==> config.mk <==
export PLATFORM = sky130hd
export DESIGN_NAME = queue_arbiter
export DESIGN_NICKNAME = d
export VERILOG_FILES = /design/src/rtl/queue_arbiter_pkg.sv /design/src/rtl/queue_arbiter_rr_arbiter.sv /design/src/rtl/queue_arbiter.sv
export SDC_FILE = /design/constraint.sdc
export NUM_CORES = 1
export LEC_CHECK = 0
export CAP_MARGIN = 20
export CORE_AREA = 4 4 92 158
export CTS_BUF_LIST = sky130_fd_sc_hd__clkbuf_16
export CTS_CLUSTER_SIZE = 8
export DETAILED_ROUTE_END_ITERATION = 8
export DIE_AREA = 0 0 96 162
export PLACE_DENSITY = 0.86
export RECOVER_POWER = 50
export SYNTH_ARGS = -nofsm -noshare
export SYNTH_HDL_FRONTEND = slang
export SYNTH_SLANG_ARGS = --single-unit
==> constraint.sdc <==
create_clock -name clk -period 8 [get_ports clk]
set_clock_uncertainty 0.15 [all_clocks]
set_input_delay 1.2 -clock clk [delete_from_list [all_inputs] [get_ports clk]]
set_output_delay 1.2 -clock clk [all_outputs]
set_load 0.05 [all_outputs]
==> src/rtl/queue_arbiter_pkg.sv <==
// Shared types and default sizes for the queue arbiter block.
package queue_arbiter_pkg;

  localparam int unsigned NREQ_DEF  = 4;
  localparam int unsigned WIDTH_DEF = 32;
  localparam int unsigned DEPTH_DEF = 16;
  localparam int unsigned CNT_W     = 16;

  typedef enum logic [1:0] {
    IDLE = 2'd0,
    PEEK = 2'd1,
    HOLD = 2'd2
  } rd_state_e;

  // Pointer width that stays legal for a single requester.
  function automatic int unsigned ptr_w(input int unsigned n);
    return (n > 1) ? $clog2(n) : 1;
  endfunction

endpackage

==> src/rtl/queue_arbiter_rr_arbiter.sv <==
// Round-robin one-hot grant: first requester at or after i_ptr, wrapping modulo NREQ.
module rr_arbiter
  import queue_arbiter_pkg::*;
#(
  parameter int unsigned NREQ  = NREQ_DEF,
  parameter int unsigned PTR_W = ptr_w(NREQ_DEF)
) (
  input  logic [NREQ-1:0]  i_req,
  input  logic [PTR_W-1:0] i_ptr,
  input  logic             i_en,
  output logic [NREQ-1:0]  o_grant
);

  localparam int unsigned SW = PTR_W + 1;

  logic [SW-1:0]    w_sum;
  logic [PTR_W-1:0] w_idx;
  logic             w_found;

  always_comb begin
    o_grant = '0;
    w_found = 1'b0;
    w_sum   = '0;
    w_idx   = '0;
    for (int unsigned i = 0; i < NREQ; i++) begin
      w_sum = SW'(i_ptr) + SW'(i);
      if (w_sum >= SW'(NREQ)) w_sum = w_sum - SW'(NREQ);
      w_idx = w_sum[PTR_W-1:0];
      if (i_en && !w_found && i_req[w_idx]) begin
        o_grant[w_idx] = 1'b1;
        w_found        = 1'b1;
      end
    end
  end

endmodule

==> src/rtl/queue_arbiter.sv <==
// Multi-producer queue front end: round-robin write arbitration, peek/hold/pop
// read FSM feeding a valid/ready consumer, and per-requester accept counters.
module queue_arbiter
  import queue_arbiter_pkg::*;
#(
  parameter int unsigned NREQ  = NREQ_DEF,
  parameter int unsigned WIDTH = WIDTH_DEF,
  parameter int unsigned DEPTH = DEPTH_DEF
) (
  input  logic                  clk,
  input  logic                  rst_n,
  input  logic [NREQ-1:0]       req_valid,
  input  logic [NREQ*WIDTH-1:0] req_data,
  output logic [NREQ-1:0]       req_ready,
  output logic                  q_push,
  output logic                  q_pop,
  output logic                  q_peek,
  output logic [WIDTH-1:0]      q_wr_val,
  input  logic [WIDTH-1:0]      q_rd_val,
  input  logic                  q_empty,
  input  logic                  q_full,
  output logic                  out_valid,
  input  logic                  out_ready,
  output logic [WIDTH-1:0]      out_data,
  output logic [NREQ*CNT_W-1:0] acc_cnt
);

  localparam int unsigned PTR_W = ptr_w(NREQ);
  localparam int unsigned OCC_W = $clog2(DEPTH) + 1;

  logic [PTR_W-1:0] r_rr_ptr;
  logic [NREQ-1:0]  w_grant;
  logic [PTR_W-1:0] w_gidx;
  logic             w_push;
  logic [CNT_W-1:0] r_acc [NREQ];
  logic [OCC_W-1:0] r_occ;
  rd_state_e        r_state;
  rd_state_e        w_state_nxt;
  logic             w_pop;
  logic             w_peek;
  logic             r_out_valid;
  logic [WIDTH-1:0] r_out_data;

  rr_arbiter #(
    .NREQ  (NREQ),
    .PTR_W (PTR_W)
  ) u_rr (
    .i_req   (req_valid),
    .i_ptr   (r_rr_ptr),
    .i_en    (~q_full),
    .o_grant (w_grant)
  );

  // Outputs forced quiet while reset is held; flops are in reset then anyway.
  always_comb begin
    req_ready = w_grant & {NREQ{rst_n}};
    q_push    = |req_ready;
    q_wr_val  = '0;
    for (int unsigned i = 0; i < NREQ; i++) begin
      if (req_ready[i]) q_wr_val = q_wr_val | req_data[i*WIDTH +: WIDTH];
    end
  end

  always_comb begin
    w_push = |w_grant;
    w_gidx = '0;
    for (int unsigned i = 0; i < NREQ; i++) begin
      if (w_grant[i]) w_gidx = PTR_W'(i);
    end
  end

  always_ff @(posedge clk or negedge rst_n) begin
    if (!rst_n) begin
      r_rr_ptr <= '0;
    end else if (w_push) begin
      r_rr_ptr <= (w_gidx == PTR_W'(NREQ - 1)) ? '0 : w_gidx + PTR_W'(1);
    end
  end

  always_ff @(posedge clk or negedge rst_n) begin
    if (!rst_n) begin
      for (int unsigned i = 0; i < NREQ; i++) r_acc[i] <= '0;
    end else begin
      for (int unsigned i = 0; i < NREQ; i++) begin
        if (w_grant[i]) r_acc[i] <= r_acc[i] + CNT_W'(1);
      end
    end
  end

  always_comb begin
    acc_cnt = '0;
    for (int unsigned i = 0; i < NREQ; i++) acc_cnt[i*CNT_W +: CNT_W] = r_acc[i];
  end

  // Occupancy mirror, clamped so a stale queue after reset cannot wrap it.
  always_ff @(posedge clk or negedge rst_n) begin
    if (!rst_n) begin
      r_occ <= '0;
    end else begin
      case ({w_push, w_pop})
        2'b10:   if (r_occ != OCC_W'(DEPTH)) r_occ <= r_occ + OCC_W'(1);
        2'b01:   if (r_occ != '0) r_occ <= r_occ - OCC_W'(1);
        default: r_occ <= r_occ;
      endcase
    end
  end

  always_ff @(posedge clk or negedge rst_n) begin
    if (!rst_n) r_state <= IDLE;
    else        r_state <= w_state_nxt;
  end

  // After a pop, re-peek only if something besides the popped word remains.
  always_comb begin
    w_state_nxt = r_state;
    case (r_state)
      IDLE:    if (!q_empty) w_state_nxt = PEEK;
      PEEK:    w_state_nxt = HOLD;
      HOLD: begin
        if (w_pop) w_state_nxt = (r_occ > OCC_W'(1) || w_push) ? PEEK : IDLE;
      end
      default: w_state_nxt = IDLE;
    endcase
  end

  always_comb begin
    w_peek = 1'b0;
    w_pop  = 1'b0;
    case (r_state)
      PEEK:    w_peek = 1'b1;
      HOLD:    w_pop  = out_ready & ~q_empty;
      default: ;
    endcase
  end

  assign q_peek = w_peek;
  assign q_pop  = w_pop;

  always_ff @(posedge clk or negedge rst_n) begin
    if (!rst_n) begin
      r_out_valid <= 1'b0;
      r_out_data  <= '0;
    end else if (r_state == PEEK) begin
      r_out_valid <= 1'b1;
      r_out_data  <= q_rd_val;
    end else if (w_pop) begin
      r_out_valid <= 1'b0;
    end
  end

  assign out_valid = r_out_valid;
  assign out_data  = r_out_data;

endmodule

==> summary.md <==
| Metric | Value |
|---|---|
| Die width | `96 um` |
| Startpoint Class | `input port` |
| Fin nets | `1001` |
| PortBufs | `304` |
| Area of the core | `13400 um^2` |
| PD cells | `360 nW/um^2` |
| # setup viols final | `0` |
| Post-layout instance area | `9050 um^2` |
| GPL Wtd Cong | `1.09` |
| Yosys warning total | `0` |
| Initial Util | `41.8%` |
| Hold Crit Depth | `1` |
| Clock Pin Slew Worst Setup and Hold Paths | `0.07 ns` |
| Synthesized Nets | `708` |
| Total track usage | `27.5%` |
| Initial antenna violation count | `8` |
| Reg2reg path depth | `10` |
| FF-to-FF End | `acc_cnt[43]` |
| Crit path max-delay family | `buffers and inverters` |
| I/O Pins | `305` |
| Critical path arrival | `5.44 ns` |
| Register area share after synthesis | `47.5%` |
| WS Path Type | `in -> out` |
| Tot Pwr | `3.26 mW` |
| #FFs+latches synth | `106` |
| Vias | `5439` |
| Clock buffer depth | `2` |
| Max incr delay on CP | `0.80 ns` |
| CTS root buffer | `clkbuf_16` |
| Most common cell after layout, fill and taps aside | `clkdlybuf4s50_1` |
| Yosys top cell area share | `47.5%` |
| HP Class | `reg -> reg` |
| CTS tree | `done` |
| Tmin final | `6.79 ns` |
| Fill cells | `980` |
| Htree depth | `3` |
| Critical register-to-register path startpoint | `r_rr_ptr[0]` |
| Hold Crit Start | `r_state[0]` |
| Slew @ Worst Pin | `0.856 ns` |
| Max IR drop VDD | `0.243 mV` |
| CP bufs+invs | `3` |
| Largest net degree at the start of global routing | `64` |
| Most frequent cells in the layout | `236 x clkdlybuf4s50_1, 106 x dfrtp_1, 67 x dlygate4sd3_1` |
| Slowest-stage cell, CP | `clkdlybuf4s50_1` |
| Routed WL | `21.2 mm` |
| Dpl hpwl | `17.4 mm` |
| GRT Residual Overflow | `0` |
| Global-route wire length before repair | `31.9 mm` |
| Critical path cell sequence | `clkdlybuf4s50_1 > mux4_2 > or2_2 > a211oi_2 > a221o_1 > and2_1 > buf_4 > a22oi_1 > nand2_1 > clkdlybuf4s50_1` |
| Leakage | `3.86 nW` |
| Avg Inst Size Synth | `10.7 um^2` |
| Clk_lat worst skew | `0.34 ns` |
| Element type at the critical path end | `output port` |
| Mapped Area | `5590 um^2` |
| DIE HEIGHT | `162 um` |
| Hold buffer count at CTS | `0` |
| Site row count | `56` |
| Worst Hold Path EP | `r_state[0]` |
| Top post-synthesis cells by area | `dfrtp_1 47%, a22oi_1 8.6%, xnor2_1 7.4%, mux2_2 7.3%, nand2_1 4.2%` |
| Hold WS | `0.299 ns` |
| Sequential cell area | `2650 um^2` |
| CTS Sinks | `106` |
| Post-CTS Resized | `0` |
| Final Max Slew Viols | `0` |
| Drt wl/cell | `21.2 um` |
| RSZ-0062 raised after global routing | `false` |
| Status | `completed` |
| DR pass1 iterations | `5` |
| Average via count per standard cell | `5.45` |
| Post-CTS setup buffer count | `0` |
| Period utilization | `84.9%` |
| Multi-input gate area | `2740 um^2` |
| Max-Cap Viols | `0` |
| Final Hold Vio Count | `0` |
| Antenna-violating nets left | `0` |
| Util after Layout | `67.6%` |
| Placed Instance Area | `8760 um^2` |
| Most Frequent Cell on Critical Path | `clkdlybuf4s50_1` |
| DRT iter0 DRCs | `320` |
| CP required | `6.65 ns` |
| Post-Syn Instances | `524` |
| R2r setup slk | `3.87 ns` |
| Area growth, synth to finish | `62.0%` |
| Inserted Clock Buffers | `9` |
| DRC errors left | `0` |
| Max-slew headroom | `42.9%` |
| Setup TNS | `0 ns` |
| Die area | `15600 um^2` |
| Max frequency | `147 MHz` |
| Largest area contributor in the netlist | `dfrtp_1` |
| Vias in the first global route | `5844` |
| Post-synth cell types | `46` |
| Maximum fanout along the worst path | `21` |
| Layout cells sized above 1 | `8.76%` |
-- through the flow --
step	setup WS (ns)	instances
after CTS	1.21	996
after global routing	0.997	996
after floorplan	2.59	524
final	1.21	998
after detailed placement	1.25	980
after global placement	1.47	980
-- worst max-delay path by stage --
stage                        end          from  slack, ns  cells past startpoint
finish              q_wr_val[22]  req_valid[2]       1.21                     10
global route        q_wr_val[28]  req_valid[2]        1.0                     10
CTS                 q_wr_val[22]  req_valid[2]       1.21                     10
global placement    q_wr_val[20]  req_valid[2]       1.47                     10
detailed placement  q_wr_val[20]  req_valid[2]       1.25                     10
floorplan           q_wr_val[29]  req_valid[2]       2.59                     10
-- registers in the layout, indices dropped and copies added, names as in the netlist --
name       count
r_occ          5
out_data      32
r_rr_ptr       2
r_state        2
out_valid      1
acc_cnt       64
-- cell usage after synthesis (all sizes together) --
cell type	n
a2111oi	1
a211oi	2
a21o	1
a21oi	8
a221o	4
a22oi	65
a32oi	2
a41oi	1
and2	9
and3	15
and4	4
buf	11
clkbuf	17
dfrtp	106
ha	15
inv	17
mux2	36
mux2i	2
mux4	2
nand2	62
nand2b	1
nand3	16
nand4	13
nor2	28
nor2b	1
nor3	1
nor4	2
o2111ai	1
o21ai	1
o21bai	2
o311a	1
or2	2
or3	2
or3b	5
or4	3
xnor2	47
xor2	18
-- area by class of cell --
| type | instances | share of cell area (%) |
|---|---|---|
| well taps | 174 | 2.41 |
| clock inverters | 7 | 0.691 |
| flip-flops and latches | 106 | 29.3 |
| diodes | 2 | 0.0553 |
| multi-input cells | 373 | 30.3 |
| repair buffers | 310 | 34.1 |
| clock buffers | 9 | 2.49 |
| inverters | 17 | 0.705 |
-- report_power, final --
part	internal, mW	switching [mW]
sequential	0.695	0.146
combinational	0.717	1.27
clock	0.218	0.213
total	1.63	1.63
-- worst reg2reg max path, delay by kind of cell (launching register included) --
family,cells,cell delay [ns]
simple gates,4,1.15
compound gates,2,0.79
flops,1,0.58
mux,1,0.57
fa+ha+maj,1,0.41
buf+inv,1,0.20
xor+xnor,1,0.17
-- cell families (layout without fill, tap and decap cells) --
logic type / count (synthesis) / in the layout / synth area share [%]
simple gates: 164 / 164 / 14.8
other cells: 0 / 2 / 0
fa+ha+maj: 15 / 15 / 3.36
mux: 40 / 40 / 8.42
flops: 106 / 106 / 47.5
buf+inv: 45 / 343 / 3.58
compound gates: 89 / 89 / 12.2
xor+xnor: 65 / 65 / 10.2
-- layer usage --
metal | track usage, % | part of all wire, %
met3 | 8.90 | 9.4
met5 | 0 | 0.40
met4 | 9.52 | 3.3
met1 | 27.6 | 32
met2 | 51.1 | 55
Power figures use the tool's default switching activity.
